## config.mk

```make
export PLATFORM = sky130hd
export DESIGN_NAME = uart_rx
export DESIGN_NICKNAME = d
export VERILOG_FILES = /design/src/rtl/uart_rx.sv
export SDC_FILE = /design/constraint.sdc
export NUM_CORES = 1
export LEC_CHECK = 0
export CAP_MARGIN = 15
export CORE_MARGIN = 3
export CORE_UTILIZATION = 55
export CTS_CLUSTER_DIAMETER = 50
export DETAILED_ROUTE_END_ITERATION = 6
export PLACE_DENSITY = 0.75
export SLEW_MARGIN = 20
export SYNTH_ARGS = -nofsm -noshare
export SYNTH_HDL_FRONTEND = slang
export SYNTH_SLANG_ARGS = --single-unit
```

## constraint.sdc

```tcl
create_clock -name clk_i -period 2.53 [get_ports clk_i]
set_clock_uncertainty 0.15 [all_clocks]
set_input_delay 0.3795 -clock clk_i [delete_from_list [all_inputs] [get_ports clk_i]]
set_output_delay 0.3795 -clock clk_i [all_outputs]
set_load 0.02 [all_outputs]
```

## src/rtl/uart_rx.sv

```systemverilog
// 8N1 UART receiver: 2-flop synchronizer, mid-bit start validation, bit-centre
// sampling, and a valid/ready holding register with framing/overrun pulses.
//
// state     | meaning
// IDLE      | line idle, waiting for a low level on rx_s
// START     | timing half a bit to re-check the start bit
// DATA      | sampling 8 data bits at bit centre, LSB first
// STOP      | sampling the stop bit at bit centre
// WAIT_HIGH | stop bit was low; waiting for the line to return high
module uart_rx #(
    parameter int CLK_FREQ = 100_000_000,
    parameter int BAUD     = 115200
) (
    input  logic       clk_i,
    input  logic       rst_ni,
    input  logic       rx_i,
    output logic [7:0] data_o,
    output logic       valid_o,
    input  logic       ready_i,
    output logic       frame_err_o,
    output logic       overrun_o,
    output logic       busy_o
);

    localparam int CLKS_PER_BIT = CLK_FREQ / BAUD;
    localparam int HALF_BIT     = CLKS_PER_BIT / 2;
    localparam int CNT_WIDTH    = $clog2(CLKS_PER_BIT);

    localparam logic [CNT_WIDTH-1:0] HALF_LAST = CNT_WIDTH'(HALF_BIT - 1);
    localparam logic [CNT_WIDTH-1:0] BIT_LAST  = CNT_WIDTH'(CLKS_PER_BIT - 1);

    generate
        if (CLKS_PER_BIT < 4) begin : g_bad_cfg
            $error("uart_rx: CLK_FREQ/BAUD must be at least 4");
        end
    endgenerate

    typedef enum logic [2:0] {
        IDLE,
        START,
        DATA,
        STOP,
        WAIT_HIGH
    } state_e;

    state_e               state_q, state_d;
    logic [1:0]           sync_q;
    logic                 rx_s;
    logic [CNT_WIDTH-1:0] cnt_q, cnt_d;
    logic [2:0]           bit_idx_q, bit_idx_d;
    logic [7:0]           shift_q, shift_d;
    logic                 complete;
    logic                 frame_err_d;

    assign rx_s   = sync_q[1];
    assign busy_o = (state_q != IDLE);

    always_ff @(posedge clk_i or negedge rst_ni) begin
        if (!rst_ni) begin
            sync_q    <= 2'b11;
            state_q   <= IDLE;
            cnt_q     <= '0;
            bit_idx_q <= '0;
            shift_q   <= '0;
        end else begin
            sync_q    <= {sync_q[0], rx_i};
            state_q   <= state_d;
            cnt_q     <= cnt_d;
            bit_idx_q <= bit_idx_d;
            shift_q   <= shift_d;
        end
    end

    always_comb begin
        state_d     = state_q;
        cnt_d       = cnt_q + CNT_WIDTH'(1);
        bit_idx_d   = bit_idx_q;
        shift_d     = shift_q;
        complete    = 1'b0;
        frame_err_d = 1'b0;
        case (state_q)
            IDLE: begin
                cnt_d = '0;
                if (!rx_s) state_d = START;
            end
            START: begin
                if (cnt_q == HALF_LAST) begin
                    cnt_d = '0;
                    if (rx_s) begin
                        state_d = IDLE;
                    end else begin
                        state_d   = DATA;
                        bit_idx_d = '0;
                    end
                end
            end
            DATA: begin
                if (cnt_q == BIT_LAST) begin
                    cnt_d     = '0;
                    shift_d   = {rx_s, shift_q[7:1]};
                    bit_idx_d = bit_idx_q + 3'd1;
                    if (bit_idx_q == 3'd7) state_d = STOP;
                end
            end
            STOP: begin
                if (cnt_q == BIT_LAST) begin
                    cnt_d = '0;
                    if (rx_s) begin
                        complete = 1'b1;
                        state_d  = IDLE;
                    end else begin
                        frame_err_d = 1'b1;
                        state_d     = WAIT_HIGH;
                    end
                end
            end
            WAIT_HIGH: begin
                cnt_d = '0;
                if (rx_s) state_d = IDLE;
            end
            default: begin
                cnt_d   = '0;
                state_d = IDLE;
            end
        endcase
    end

    // A completing byte may replace the held one only if it is consumed in the same cycle.
    always_ff @(posedge clk_i or negedge rst_ni) begin
        if (!rst_ni) begin
            data_o      <= '0;
            valid_o     <= 1'b0;
            frame_err_o <= 1'b0;
            overrun_o   <= 1'b0;
        end else begin
            frame_err_o <= frame_err_d;
            overrun_o   <= 1'b0;
            if (complete) begin
                if (!valid_o || ready_i) begin
                    data_o  <= shift_q;
                    valid_o <= 1'b1;
                end else begin
                    overrun_o <= 1'b1;
                end
            end else if (valid_o && ready_i) begin
                valid_o <= 1'b0;
            end
        end
    end

endmodule

```

==> results of run 1 <==
layer usage:
layer / routed length [um] / global-route usage (%) / share of wire, % / up-vias
li1: - / - / - / 515
met1: 1250 / 24.0 / 45 / 521
met2: 1400 / 27.8 / 50 / 24
met3: 112 / 4.82 / 4.0 / 3
met4: 27 / 8.05 / 0.97 / 0
met5: 0 / 0 / 0 / -
placed cells by master (no fill, tap or decap), types with 2 or more instances in the layout:
| master | count |
|---|---|
| dfrtp_1 | 35 |
| mux2_2 | 17 |
| nor2_1 | 15 |
| clkdlybuf4s50_1 | 15 |
| nand3_1 | 8 |
| nand2_1 | 7 |
| xor2_1 | 6 |
| clkbuf_4 | 5 |
| inv_1 | 4 |
| ha_1 | 4 |
| nand4_1 | 3 |
| o21ai_0 | 3 |
| nor3b_4 | 2 |
| xnor2_1 | 2 |
| and3_1 | 2 |
| nor3_1 | 2 |
| mux2i_1 | 2 |
| clkbuf_1 | 2 |
| buf_4 | 2 |
| dfstp_2 | 2 |
critical path: cells and delay by family, from the launching register on:
family        cells  cell delay (ns)
simple gates      2             0.35
flops             1             0.48
buf+inv           1             0.54
state kept, by name, summed over array words and instances (netlist names):
signal,flops
frame_err_o,1
bit_idx_q,3
cnt_q,10
valid_o,1
sync_q,2
shift_q,8
data_o,8
overrun_o,1
state_q,3
worst max-delay path by stage:
stage               slack [ns]        end
floorplan                 0.58  data_o[0]
global placement          0.44  data_o[4]
detailed placement        0.36  data_o[6]
CTS                       0.29     busy_o
global route              0.17     busy_o
finish                    0.30     busy_o
per-stage QoR:
step	std cells	setup WS, ns	hold slack, ns
final	187	0.304	0.215
after global routing	187	0.171	0.224
after CTS	187	0.288	0.215
after detailed placement	179	0.358	0.199
after global placement	179	0.440	0.198
after floorplan	135	0.577	-0.0661
report_power, final:
group          internal (mW)  switching, mW  total, mW
registers              0.594        0.00195      0.596
clock network          0.137          0.173      0.310
logic                0.00561         0.0113     0.0169
total                  0.737          0.186      0.923
cell type report:
cell class / instances / area share, %
inverters: 4 / 0.785
repair buffers: 17 / 8.63
clock buffers: 8 / 3.07
well taps: 31 / 2.03
flip-flops and latches: 37 / 48.5
multi-input cells: 90 / 37.0
cell families (layout without fill, tap and decap cells):
family / Yosys count / in the layout / share of synthesized area [%]
AOI/OAI and AO/OA: 10 / 10 / 5.22
xor gates and xnor gates: 8 / 8 / 4.18
adders and majority gates: 4 / 4 / 2.99
buffers and inverters: 8 / 29 / 2.46
DFF: 37 / 37 / 55.4
muxes: 19 / 19 / 12.6
and+or+nand+nor: 49 / 49 / 17.2
==> impl_metrics.csv, run 1 <==
group,metric,value,unit
die,die_h,61.2,um
routing,vias_per_cell,5.68,
setup_path,cp_cell_sequence,"nor2_1, nand2_1, clkdlybuf4s50_1",
timing,fin_tns_setup,0,ns
job,maxCapViolations,0,
routing,wl,2780,um
yosys,yosys-top-cells-count,"dfrtp_1 (35), mux2_2 (17), nor2_1 (15), nand3_1 (8), nand2_1 (7)",
timing,worst_pin_slew,0.462,ns
setup_path,cp_max_fo,9,
power_and_ir_drop,power-per-cell-area,482,nW/um2
setup_path,cp.arrival,1.70,ns
layout,ff_latch_area,928,um2
timing,min_period,2.23,ns
routing,drt-pass1-iter-count,4,
die,coreArea,2830,um2
place,io_buffers,15,
global_route,antenna_found_initial,0,
yosys,ys_seq_elements,37,
yosys,ys.warnings.count,0,
cts,clockRootBuffer,"clkbuf_4",
power_and_ir_drop,total_power,0.923,mW
routing,wire_per_inst,14.9,um
cts,cts-htree-levels,2,
hold_path,hold_end,"sync_q[1]",
global_route,grt_first_pass_wirelength,4850,um
setup_path,r2r_cells,5,
setup_path,crit_start,"state_q[1]",
die,die_w,61.2,um
layout,final_core_util,67.6,%
setup_path,r2r-start,"cnt_q[0]",
layout,fin_nets,163,
run_status,status,"finished clean",
layout,drive_gt1_share,21.8,%
layout,multi_input_area,707,um2
routing,vias,1063,
setup_path,r2r_end,"data_o[6]",
yosys,synth_fp_nets,143,
layout,antenna_cells,0,
setup_path,crit_slowest_cell,"clkdlybuf4s50_1",
place,place_hpwl,2030,um
timing,clock.fmax,449,MHz
yosys,synthArstFlopShare,100,%
cts,post_cts_buffers,0,
timing,finalMaxSlewViolations,0,
die,die_area,3750,um2
place,routabilityCongestion,0.757,
setup_path,max_stage_delay,0.54,ns
yosys,synthDistinctLibCells,35,
timing,rsz0062_at_grt,"false",
cts,cts_resized,0,
timing,setup_viol,0,
yosys,synth_top_area_share,52.2,%
yosys,synth.area.top_cells,"dfrtp_1 (52%), mux2_2 (11%), nor2_1 (3.4%)",
yosys,syn_avg_cell_area,12.4,um2
routing,drc,0,
die,ioPinCount,16,
timing,finalCritPeriodShare,88.0,%
cts,cts_tree,"yes",
layout,design_area,1910,um2
yosys,synth_area,1680,um2
global_route,grt_overflow,0,
cts,clkLatencyLatePin,0.33,ns
routing,drt-initial-drc-count,66,
layout,areaGrowthSynthToFinish,14.1,%
die,fp-row-count,19,
timing,max_slew_margin,69.2,%
global_route,grt_max_degree,38,
cts,clkTransAtPathRegs,0.11,ns
setup_path,cp.required,2.00,ns
setup_path,start_kind,"register",
global_route,grt_pass1_vias,1030,
yosys,synth_flop_cell,"dfrtp_1",
setup_path,end_kind,"output port",
yosys,synthMostInstantiatedCell,"dfrtp_1",
layout,n_fill_cell,214,
hold_path,hold_depth,0,
hold_path,hp-class,"reg -> reg",
global_route,grt_usage,18.1,%
timing,finalHoldViolCount,0,
power_and_ir_drop,ir_worst_vdd,345,uV
cts,clock_sinks,37,
hold_path,holdCritStartpoint,"sync_q[0]",
yosys,ys_seq_area_share,55.4,%
yosys,syn_inst,135,
setup_path,regToRegSetupSlack,0.38,ns
setup_path,crit_type,"reg -> out",
cts,clock_path_buffers,2,
routing,ant_nets,0,
cts,cts-buffers-inserted,5,
place,post_dp_cell_area,1850,um2
cts,hold_buffers,0,
die,initial_core_util,59.3,%
power_and_ir_drop,p_leak,0.880,nW
yosys,yosysTopAreaCell,"dfrtp_1",
yosys,synth_edf_count,0,
(Power assumes the default switching activity.)
==> inputs of run 2 (changes only) <==
CORE_MARGIN = 2   (was 3)
PLACE_DENSITY = 0.83   (was 0.75)
==> impl_metrics.csv, run 2 (synthesis results as in run 1) <==
group,metric,value,unit
run_status,status,"finished clean",
setup_path,crit_type,"reg -> out",
power_and_ir_drop,p_leak,0.888,nW
hold_path,hold_depth,0,
timing,finalHoldViolCount,0,
global_route,grt_pass1_vias,1076,
cts,cts_resized,0,
routing,vias,1085,
power_and_ir_drop,seqPwrFrac,58.0,%
timing,rsz0062_at_grt,"false",
die,initial_core_util,56.3,%
layout,final_core_util,65.2,%
timing,finalMaxSlewViolations,0,
cts,hold_buffers,0,
place,routabilityCongestion,0.795,
layout,largest_reg_flops,10,
cts,cts-buffers-inserted,5,
cts,cts_tree,"yes",
global_route,grt_overflow,0,
cts,clkLatencyLatePin,0.35,ns
timing,max_slew_margin,66.9,%
place,place_hpwl,1990,um
layout,drive_gt1_share,23.1,%
job,maxCapViolations,0,
layout,multi_input_area,707,um2
timing,clock.fmax,452,MHz
cts,cts-htree-levels,2,
setup_path,max_stage_delay,0.54,ns
routing,wl,2880,um
cts,clockRootBuffer,"clkbuf_4",
routing,vias_per_cell,5.74,
timing,min_period,2.21,ns
power_and_ir_drop,ir_worst_vdd,548,uV
setup_path,r2r_cells,5,
layout,fin_nets,163,
routing,wire_per_inst,15.3,um
layout,final_common_cell,"dfrtp_1",
layout,reg_top3,"cnt_q x10, data_o x8, shift_q x8",
setup_path,critPathTopFamily,"buffers and inverters",
setup_path,cp_max_fo,9,
global_route,use_met1,24.4,%
setup_path,r2r_end,"data_o[7]",
setup_path,r2r-start,"cnt_q[0]",
power_and_ir_drop,power_frac_comb,1.7,%
setup_path,cp.required,2.00,ns
setup_path,path_buf_inv,1,
setup_path,end_kind,"output port",
die,ioPinCount,16,
hold_path,holdCritStartpoint,"sync_q[0]",
cts,clkTransAtPathRegs,0.11,ns
die,die_area,3510,um2
layout,largest_register,"cnt_q",
global_route,gr-usage-met3,4.59,%
timing,setup_viol,0,
layout,antenna_cells,0,
die,fp-row-count,20,
setup_path,regToRegSetupSlack,0.39,ns
die,die_h,59.2,um
power_and_ir_drop,switchingPower,0.218,mW
timing,fin_tns_setup,0,ns
setup_path,start_kind,"register",
global_route,grt_first_pass_wirelength,4900,um
routing,drt-initial-drc-count,44,
cts,clock_sinks,37,
timing,finalCritPeriodShare,87.4,%
power_and_ir_drop,p_int,0.809,mW
power_and_ir_drop,power-per-cell-area,529,nW/um2
layout,areaGrowthSynthToFinish,15.7,%
routing,drt-pass1-iter-count,4,
timing,worst_pin_slew,0.497,ns
layout,n_fill_cell,217,
die,die_w,59.2,um
routing,drc,0,
power_and_ir_drop,p_clk_share,40.3,%
hold_path,hp-class,"reg -> reg",
global_route,use_met2,30.0,%
routing,ant_nets,0,
layout,ff_latch_area,928,um2
die,coreArea,2980,um2
setup_path,crit_slowest_cell,"clkdlybuf4s50_1",
place,io_buffers,15,
layout,final_cell_mix,"dfrtp_1 (35), mux2_2 (17), nor2_1 (15), clkdlybuf4s50_1 (15), nand3_1 (8)",
power_and_ir_drop,p_sw_share,21.2,%
global_route,grt_max_degree,38,
setup_path,cp_cell_sequence,"nor2_1, nand2_1, clkdlybuf4s50_1",
global_route,grt_usage,19.2,%
cts,post_cts_buffers,0,
cts,clock_path_buffers,2,
global_route,antenna_found_initial,0,
hold_path,hold_end,"sync_q[1]",
setup_path,cp.arrival,1.68,ns
global_route,grt_busiest_layer,"met2",
## run 2: cell count changes in the layout (fill, tap and decap cells not counted), sizes merged
| cell | delta |
|---|---|
| clkinvlp | +1 |
| clkinv | +1 |
| clkbuf | -3 |
| bufinv | +1 |
## run 2: cell type report
class / instances / share of cell area [%]
Clock buffer: 5 / 1.93
Clock inverter: 3 / 2.39
Inverter: 4 / 0.774
Multi-Input combinational cell: 90 / 36.4
Sequential cell: 37 / 47.8
Tap cell: 33 / 2.13
Timing Repair Buffer: 17 / 8.51
## run 2: metrics by stage
stage	worst slack [ns]	total power, mW	hold slack, ns	cell area [um2]	std cells
after floorplan	0.577	0.608	-0.0661	1680	135
after global placement	0.451	0.625	0.195	1860	181
after detailed placement	0.363	0.625	0.201	1860	181
after CTS	0.310	1.04	0.217	1940	189
after global routing	0.219	1.07	0.221	1940	189
final	0.318	1.03	0.222	1940	189
## run 2: power by group through the flow
stage	combinational [mW]	sequential, mW	clock (mW)
4_1_cts	0.0183	0.596	0.421
2_1_floorplan	0.000796	0.607	0
6_report	0.0172	0.596	0.414
5_1_grt	0.0201	0.596	0.452
3_5_place_dp	0.0181	0.607	0
3_3_place_gp	0.0177	0.607	0
## run 2: per-layer routing
layer	vias up	wire, um
li1	516	-
met1	540	1330
met2	21	1400
met3	8	96
met4	0	57
met5	-	0
## run 2: how the worst max path moves through the flow
stage / start / end / slack (ns) / cells past startpoint
finish: state_q[1] / busy_o / 0.32 / 3
global route: cnt_q[0] / data_o[7] / 0.22 / 5
CTS: state_q[1] / busy_o / 0.31 / 3
detailed placement: cnt_q[0] / data_o[7] / 0.36 / 5
global placement: ready_i / data_o[6] / 0.45 / 4
floorplan: cnt_q[0] / data_o[0] / 0.58 / 5
## run 2: worst reg2reg max path: stages (launching register included)
cell	delay, ns
dfrtp_1	0.42
ha_1	0.22
and4bb_2	0.30
nand2_1	0.13
nor3b_4	0.43
mux2_2	0.39
==> inputs of run 3 (changes only) <==
CTS_CLUSTER_SIZE = 12   (was unset)
==> results of run 3 <==
The final DEF is identical to that of run 2; final timing and power are the same.
